===== src/rtl/if_stream_packer.sv =====
// if_stream_packer: tags a row-structured element stream and packs groups of lanes into IF FIFO words (option IF_PACK_PAD_FLUSH_EN)
module if_stream_packer #(
  parameter int DATA_WIDTH   = 8,
  parameter int IF_PAR_WRITE = 2,
  parameter int LEN_W        = 8
) (
  input  logic                                   clk,
  input  logic                                   rstn,
  input  logic                                   start,
  input  logic [LEN_W-1:0]                       cfg_row_len,
  input  logic [LEN_W-1:0]                       cfg_num_rows,
  input  logic                                   s_valid,
  input  logic [DATA_WIDTH-1:0]                  s_data,
  output logic                                   s_ready,
  input  logic                                   IF_full,
  output logic                                   IF_wen,
  output logic [IF_PAR_WRITE*(DATA_WIDTH+2)-1:0] IF_din,
  output logic                                   busy,
  output logic                                   done
);
  localparam int LW = DATA_WIDTH + 2;
  localparam int W  = IF_PAR_WRITE * LW;
  localparam int CW = IF_PAR_WRITE > 1 ? $clog2(IF_PAR_WRITE) : 1;
  typedef enum logic [1:0] {IDLE, FILL, PUSH, FIN} state_t;
  state_t state, nxt;
  logic [LEN_W-1:0] rl, nr, col, row;
  logic [CW-1:0] lane;
  logic last, cfg_ok, acc, eor, fin_el, grp_full, drop;
  logic [W-1:0] stage;
  // next-state decode and handshake outputs
  always_comb begin
    cfg_ok = |cfg_row_len && |cfg_num_rows;
    acc = state == FILL && s_valid;
    eor = col == rl - 1'b1;
    fin_el = eor && row == nr - 1'b1;
    grp_full = lane == CW'(IF_PAR_WRITE - 1);
`ifdef IF_PACK_PAD_FLUSH_EN
    drop = 1'b0;
`else
    drop = fin_el && !grp_full;
`endif
    s_ready = state == FILL;
    IF_wen = state == PUSH && !IF_full;
    busy = state != IDLE;
    done = state == FIN;
    IF_din = stage;
    nxt = state == IDLE ? (start ? (cfg_ok ? FILL : FIN) : IDLE)
        : state == FILL ? (!acc ? FILL : drop ? FIN : (grp_full || fin_el) ? PUSH : FILL)
        : state == PUSH ? (IF_full ? PUSH : last ? FIN : FILL)
        : IDLE;
  end
  // state, row/column/lane counters and the staging word
  always_ff @(posedge clk or negedge rstn) begin
    if (!rstn) begin
      state <= IDLE;
      rl <= '0;
      nr <= '0;
      col <= '0;
      row <= '0;
      lane <= '0;
      last <= 1'b0;
      stage <= '0;
    end else begin
      state <= nxt;
      if (state == IDLE && start && cfg_ok) begin
        rl <= cfg_row_len;
        nr <= cfg_num_rows;
        col <= '0;
        row <= '0;
        lane <= '0;
        last <= 1'b0;
        stage <= '0;
      end
      if (acc) begin
        for (int i = 0; i < IF_PAR_WRITE; i++)
          if (lane == CW'(i)) stage[i*LW +: LW] <= {col == '0, eor, s_data};
        col <= eor ? '0 : col + 1'b1;
        row <= eor ? row + 1'b1 : row;
        lane <= (grp_full || fin_el) ? '0 : lane + 1'b1;
        last <= fin_el;
        if (drop) stage <= '0;
      end
      if (IF_wen) stage <= '0;
    end
  end
endmodule

===== config.mk =====
export PLATFORM = sky130hd
export DESIGN_NAME = if_stream_packer
export DESIGN_NICKNAME = d
export VERILOG_FILES = /design/src/rtl/if_stream_packer.sv
export SDC_FILE = /design/constraint.sdc
export NUM_CORES = 1
export LEC_CHECK = 0
export BUFFER_PORTS_ARGS = -buffer_cell sky130_fd_sc_hd__clkbuf_2
export CAP_MARGIN = 20
export CELL_PAD_IN_SITES_DETAIL_PLACEMENT = 1
export CELL_PAD_IN_SITES_GLOBAL_PLACEMENT = 2
export CORE_AREA = 2 2 102 104
export DETAILED_ROUTE_END_ITERATION = 16
export DIE_AREA = 0 0 104 106
export GPL_TIMING_DRIVEN = 0
export PLACE_DENSITY = 0.72
export RECOVER_POWER = 50
export SLEW_MARGIN = 20
export SYNTH_ARGS = -nofsm -noshare
export SYNTH_HDL_FRONTEND = slang
export SYNTH_SLANG_ARGS = --single-unit

===== constraint.sdc =====
create_clock -name clk -period 2.8 [get_ports clk]
set_input_delay 0.7 -clock clk [delete_from_list [all_inputs] [get_ports clk]]
set_output_delay 0.7 -clock clk [all_outputs]
set_load 0.02 [all_outputs]

==> After elaboration in Yosys (flattened, before gate mapping) <==
Index checks and enable logic that the tools add are counted.
{ "op_classes": {"addsub": 5, "n_eq_ne": 6, "mux": 25, "n_reduce_logical": 17} }
{ "op_table": {"columns": ["cell", "n"], "rows": [
  ["2-to-1 mux 20 bit", 4],
  ["2-to-1 mux 8 bit", 5],
  ["2-to-1 mux 10 bit", 2],
  ["2-to-1 mux 2 bit", 10],
  ["adder 8 x 1 -> 8 bit (second input constant)", 2],
  ["== test 8 bit", 2],
  ["OR reduction 8 bit", 2],
  ["subtractor 8 x 1 -> 8 bit (second input constant)", 2],
  ["zero test 8 bit", 1],
  ["logical AND 1 bit", 7],
  ["== test 2 bit (second input constant)", 2],
  ["2-to-1 mux 1 bit", 4],
  ["nonzero test 2 bit", 2],
  ["== test 2 x 1 -> 1 bit (second input constant)", 1],
  ["zero test 1 bit", 2],
  ["zero test 2 bit", 1],
  ["inequality test 2 x 1 -> 1 bit (second input constant)", 1],
  ["AND reduction 2 bit", 1],
  ["adder 1 bit (second input constant)", 1],
  ["logical OR 1 bit", 1]
]} }
{ "totals": {"ff_bits": 56, "output_inout_bits": 24} }

==> Depth between registers and ports, before layout <==
Gate-level depths: netlist of the first run.
{ "depth": {"ltp_word": 9, "mapped_depth": 10} }

==> Worst setup path after synthesis of the first run <==
OpenSTA, ideal clock, no wires.
{ "synth_timing": {"path_type": "flip-flop to flip-flop", "from": "reg rl[0]", "to": "reg stage[2] (netlist: IF_din[2])", "arrival_time_ps": 2507, "t_required_ps": 2678, "path_slack_ps": 171, "path_stages_with_launch": 8, "cell_sequence": "dfrtp_1 > or4_4 > or3_4 > a2111oi_4 > o211ai_2 > or3_4 > buf_6 > a32o_1"} }
{ "synth_via": {"elab_chain_cells": 7} }
{ "synth_rtl": {"columns": ["element", "line_no", "rtl"], "rows": [
  ["from (decl)", "26", "logic [LEN_W-1:0] rl, nr, col, row;"],
  ["from (signal assigned)", "66", "rl <= cfg_row_len;"],
  ["subtractor 8 x 1 -> 8 bit", "34", "eor = col == rl - 1'b1;"],
  ["== test 8 bit", "34", null],
  ["logical AND 1 bit", "35", "fin_el = eor && row == nr - 1'b1;"],
  ["logical AND 1 bit", "40", "drop = fin_el && !grp_full;"],
  ["2-to-1 mux 20 bit", "81", "if (drop) stage <= '0;"],
  ["2-to-1 mux 20 bit", "74", "if (acc) begin"],
  ["2-to-1 mux 20 bit", "83", "if (IF_wen) stage <= '0;"],
  ["to (signal, indexed assignment)", "76", "if (lane == CW'(i)) stage[i*LW +: LW] <= {col == '0, eor, s_data};"],
  ["to (decl)", "29", "logic [W-1:0] stage;"]
]} }
Every way passes these cells.
A chain may end at the register's enable or synchronous reset.

==> Worst setup path in the final report of the first run <==
{ "layout_timing": {"from": "reg rl[1]", "to": "reg stage[7] (netlist: IF_din[7])"} }
Same word-level chain as after synthesis.

==> results.toml, run 1 <==
[status]
outcome = "finished with violations"
violations = "negative setup slack"

[detailed_routing]
dr.pass1.iters = 4
vias = 2658
drc = 0
post_drt_wl_per_cell_um = 16.3
dr.first_iter.drc_count = 72
via_per_inst = 5.02
routed_wl_um = 8650
ant_nets = 0

[cells_and_area]
n_antenna_cell = 0
final_cell_mix = "nand2_1, dfrtp_1, clkbuf_2"
syn_to_final_growth_pct = 21.4
nets = 426
drive_above_1_share_pct = 20.1
fin_util_pct = 36.6
layout_commonest_cell = "nand2_1"

[synthesis]
synth_nets = 360
synth-xor-area-share_pct = 6.40
synth.cell_area_mm2 = 0.00301
synth_top_family_by_area = "simple AND/OR/NAND/NOR gates"
yosysSeqAreaShare_pct = 46.6
synth_fa_ha_area_share_pct = 2.08
yosys_warnings = 0
yosys.area.top_type = "dfrtp_1"
yosys.area.top_type_share_pct = 46.6
synth_ff_type = "dfrtp_1"
synthSimpleGateAreaFrac_pct = 24.1
synth-compound-area-share_pct = 15.8
ys_seq_elements = 56
synth_edf_count = 0
yosys.cell_types.count = 45
netlist_instances = 326
synth_area_leaders = "dfrtp_1, nand2_1, xnor2_1"
postSynthAreaPerCell_um2 = 9.23
muxShareOfSynthArea_pct = 0.998
ys_async_sr_fraction_pct = 100

[cts]
numCtsBuffers = 5
clockRootBuffer = "clkbuf_8"
ctsHoldBuffers = 0
cts.sinks = 56
clk_latency_ns = 0.32
cts_tree = "yes"
cts.htree.levels = 2
cts_buffer_depth = 2
clk_pin_slew_worst_paths_ns = 0.11

[global_routing]
grt_overflow = 0
grt_pass1_wl_um = 14400
grtUsageTotal_pct = 16.2
grt_pass1_vias = 2741
antenna_found_initial = 0
grt_max_degree = 42

[timing]
hold_viol_final = 0
fin_crit_sh_pct = 100
finalClockSkew_ns = 0.0106
rsz0062_at_grt = "true"
postLayoutSetupSlackWorst_ns = -0.00506
worstMarginPinSlew_ns = 1.05
setup_violations = 1
slew_violations = 0
fin_crit_ns = 2.81
relSlewSlack_pct = 29.7
max_freq_mhz = 356

[power]
power_density_mw_per_mm2 = 950
ir_drop_mv = 0.369
p_leak_nw = 1.61

[critical_path]
cp.required_ns = 3.02
path_cells = "or4_4 > or3_4 > a2111oi_4 > o211ai_4 > or3_4 > clkbuf_16 > a32o_1"
cp_slowest_stage_delay_ns = 0.56
r2r_cells = 7
crit_path_start_kind = "register"
cpMostUsedCell = "or3_4"
arrival_ns = 3.02
reg2reg_to = "IF_din[7]$_DFF_PN0_"
crit_slowest_cell = "or4_4"
path_class = "reg -> reg"
endpoint_kind = "register"
r2r_slack_ns = -0.005
r2r_start = "rl[1]$_DFFE_PN0P_"
cp_max_fo = 5

[floorplan]
die_w_um = 104
core_area_mm2 = 0.0100
initial_utilization_pct = 30.1
fp-row-count = 37
die_height_um = 106
io_pins = 53
die-area_mm2 = 0.0110

[place]
dpl.hpwl_um = 6370
dp_slack_ns = -0.285
port_buffers = 52
place_congestion = 0.746

[min_path]
hp-class = "in -> async"

[flow_run]
timing.max_cap.violations = 0
[flip-flops by register name (all words and copies together), names as in the netlist]
name	cells
col	8
IF_din	20
state	2
nr	8
rl	8
row	8
grp_full	1
last	1
[worst max-delay path: cells and delay by family (launching register included)]
kind                   cells  cell delay [ns]
DFF                        1             0.44
AOI/OAI and AO/OA          3             0.78
buffers and inverters      1             0.18
and+or+nand+nor            3             1.31
[report_power, final]
part	internal, mW	leakage (nW)	switching (mW)	total [mW]
combinational	0.649	0.829	1.01	1.66
sequential	1.06	0.731	0.272	1.33
clock	0.185	0.0463	0.299	0.484
[worst max path at each step]
stage | start | endpoint | cells past startpoint
finish | rl[1]$_DFFE_PN0P_ | IF_din[7]$_DFF_PN0_ | 7
floorplan | rl[0]$_DFFE_PN0P_ | IF_din[2]$_DFF_PN0_ | 7
global route | rl[1]$_DFFE_PN0P_ | IF_din[7]$_DFF_PN0_ | 7
CTS | rl[0]$_DFFE_PN0P_ | IF_din[6]$_DFF_PN0_ | 9
global placement | rl[0]$_DFFE_PN0P_ | row[5]$_DFFE_PN0P_ | 8
detailed placement | rl[0]$_DFFE_PN0P_ | col[4]$_DFFE_PN0P_ | 10
[through the flow]
| stage | std cells | setup TNS, ns | hold slack, ns | cell area, um2 | total power, mW |
|---|---|---|---|---|---|
| 6_report | 529 | -0.00506 | 0.476 | 3660 | 3.47 |
| 4_1_cts | 524 | 0 | 0.271 | 3610 | 3.50 |
| 2_1_floorplan | 326 | 0 | 0.404 | 3010 | 2.43 |
| 3_5_place_dp | 515 | -5.03 | 0.477 | 3480 | 2.97 |
| 3_3_place_gp | 514 | -2.63 | 0.472 | 3440 | 2.90 |
| 5_1_grt | 529 | -0.301 | 0.524 | 3660 | 3.77 |
[final cells by class]
type / instances / area, um2
fill: 1220 / 6340
multi-input combinational: 242 / 1530
sequential: 56 / 1400
timing repair buffer: 59 / 320
tap: 136 / 170
buffer: 16 / 86.3
clock buffer: 5 / 68.8
inverter: 12 / 45.0
clock inverter: 3 / 27.5
[synth_stat cells (2+ instances only)]
cell type	instances
nand2_1	61
dfrtp_1	56
o21ai_0	21
xnor2_1	20
nand3_1	19
nor2_1	14
inv_1	12
a32o_1	10
clkbuf_1	10
a21oi_1	9
nor3_1	9
nor4_1	9
and3_1	6
o31ai_1	6
or4_1	6
ha_1	5
a31oi_1	4
nor2b_1	4
o2bb2ai_1	4
buf_1	3
mux2i_1	3
nand2b_1	3
nand4_1	3
a22o_1	2
and2_1	2
buf_6	2
o22ai_1	2
or3_1	2
or3_4	2
xor2_1	2
[cell families (layout without fill, tap and decap cells)]
group                      count (synthesis)  in the layout
xor gates and xnor gates                  22             22
AOI/OAI and AO/OA                         66             66
and+or+nand+nor                          146            146
buffers and inverters                     28             95
adders and majority gates                  5              5
DFF                                       56             56
muxes                                      3              3
[routing by layer]
| metal | vias up | routed length (um) | share of wire (%) | global-route usage [%] |
|---|---|---|---|---|
| met5 | - | 0 | 0 | 0 |
| met4 | 0 | 66 | 0.76 | 3.19 |
| met3 | 4 | 211 | 2.4 | 2.27 |
| met2 | 33 | 4460 | 52 | 28.7 |
| met1 | 1321 | 3910 | 45 | 21.3 |
| li1 | 1300 | - | - | - |
[repair_timing]
item                                   4_1_cts  5_1_grt
endpoints found under the hold margin        0        0
buffers inserted                             1        4
resized for setup                            8        5
cloned                                       0        1
pin swaps                                    1        4
setup endpoints to repair                   31       32
Note: power is estimated with default switching activity, not from simulation.
==> inputs of run 2 (changes only) <==
Settings changed: SKIP_LAST_GASP set to 1.
==> run 2 against run 1 <==
Compared with the run above: the run still ends with negative setup slack left; clock power hardly changed; register-to-register slack barely moved; hold slack barely moved; power hardly changed; critical path depth unchanged; final area decreased by 0.27%; first-iteration DRC count up 1.4%; sequential power about the same; clock-buffer cell count unchanged.
==> results.toml, run 2 (same netlist as run 1, synthesis figures left out) <==
[status]
outcome = "finished with violations"
violations = "negative setup slack"

[cells_and_area]
largest_register_ffs = 20
syn_to_final_growth_pct = 21.1
drive_above_1_share_pct = 19.3
n_antenna_cell = 0
nets = 426
nFillCells = 1220
fin_area_mm2 = 0.00365
final_cell_mix = "nand2_1, dfrtp_1, clkbuf_2"
layout_commonest_cell = "nand2_1"

[place]
dp_slack_ns = -0.285
place_congestion = 0.746
placed_cell_area_mm2 = 0.00348
port_buffers = 52
dpl.hpwl_um = 6370

[detailed_routing]
drc = 0
ant_nets = 0
via_per_inst = 5.02
vias = 2655
post_drt_wl_per_cell_um = 16.4
dr.first_iter.drc_count = 73
dr.pass1.iters = 5
routed_wl_um = 8660

[timing]
setup_tns_ns = -0.00533
finalClockSkew_ns = 0.0114
postLayoutSetupSlackWorst_ns = -0.00533
fin_crit_ns = 2.81
relSlewSlack_pct = 30.1
max_freq_mhz = 356
setup_violations = 1
worstMarginPinSlew_ns = 1.05
hold_viol_final = 0
fin_crit_sh_pct = 100
rsz0062_at_grt = "true"
slew_violations = 0

[global_routing]
grt_max_degree = 42
grt_pass1_vias = 2741
antenna_found_initial = 0
grtUsageTotal_pct = 16.2
grt_overflow = 0
grt_pass1_wl_um = 14400

[floorplan]
die_height_um = 106
initial_utilization_pct = 30.1
die-area_mm2 = 0.0110
io_pins = 53
core_area_mm2 = 0.0100
fp-row-count = 37
die_w_um = 104

[cts]
clk_pin_slew_worst_paths_ns = 0.11
cts.htree.levels = 2
cts_buffer_depth = 2
clk_latency_ns = 0.32
cts.sinks = 56
cts_tree = "yes"
clockRootBuffer = "clkbuf_8"
numCtsBuffers = 5

[critical_path]
setup.worst_path.start = "rl[1]$_DFFE_PN0P_"
crit_path_start_kind = "register"
cp_max_fo = 5
arrival_ns = 3.02
cp.required_ns = 3.02
path_class = "reg -> reg"
endpoint_kind = "register"
r2r_start = "rl[1]$_DFFE_PN0P_"

[power]
power_mw = 3.47
power_density_mw_per_mm2 = 952
p_leak_nw = 1.60
ir_drop_mv = 0.371

[min_path]
hp-class = "in -> async"

[flow_run]
timing.max_cap.violations = 0
## run 2: repair_timing
item                                    4_1_cts  5_1_grt
endpoints found under the setup margin       31       32
gates cloned                                  0        1
buffers inserted                              1        4
pin swaps                                     1        4
resized for setup                             8        3
hold buffers                                  0        0
## run 2: layout make-up
class	count	area, um2	share of cell area [%]
Clock inverter	3	27.5	0.755
Buffer	16	86.3	2.37
Inverter	12	45.0	1.24
Timing Repair Buffer	59	319	8.75
Sequential cell	56	1400	38.5
Tap cell	136	170	4.67
Multi-Input combinational cell	242	1530	41.8
Clock buffer	5	68.8	1.89
## run 2: critical path: stages, from the launching register on
cell and delay [ns]:
dfrtp_1 0.44, or4_4 0.56, or3_4 0.35, a2111oi_4 0.36
o211ai_4 0.17, or3_4 0.40, clkbuf_16 0.18, a32o_1 0.25
## run 2: worst paths after layout
kind | slack (ns) | cells after the start | end
worst max-delay path | -0.005 | 7 | IF_din[7]$_DFF_PN0_
max in group asynchronous | 0.80 | 2 | state[1]$_DFF_PN0_
worst min-delay path | 0.48 | 1 | rl[3]$_DFFE_PN0P_
min in group clk | 0.51 | 1 | IF_din[1]$_DFF_PN0_
worst max register to register | -0.005 | 7 | IF_din[7]$_DFF_PN0_
worst min register to register | 0.51 | 1 | IF_din[1]$_DFF_PN0_
## run 2: where the power goes
| part | total (mW) | internal, mW | switching, mW |
|---|---|---|---|
| combinational | 1.65 | 0.648 | 1.00 |
| clock | 0.485 | 0.185 | 0.300 |
| sequential | 1.33 | 1.06 | 0.273 |
## run 2: metrics by stage
stage | hold WS (ns) | instances | util [%]
after floorplan | 0.404 | 326 | -
after global placement | 0.472 | 514 | 34.4
after detailed placement | 0.477 | 515 | 34.8
after CTS | 0.271 | 524 | 36.1
after global routing | 0.524 | 529 | 36.5
final | 0.475 | 529 | 36.5
## run 2: routing by layer
metal  track usage [%]  part of all wire, %  routed length [um]
met3              2.27                  1.8                 160
met5                 0                    0                   0
met2              28.7                   51                4450
met1              21.3                   46                3980
met4              3.19                 0.77                  67
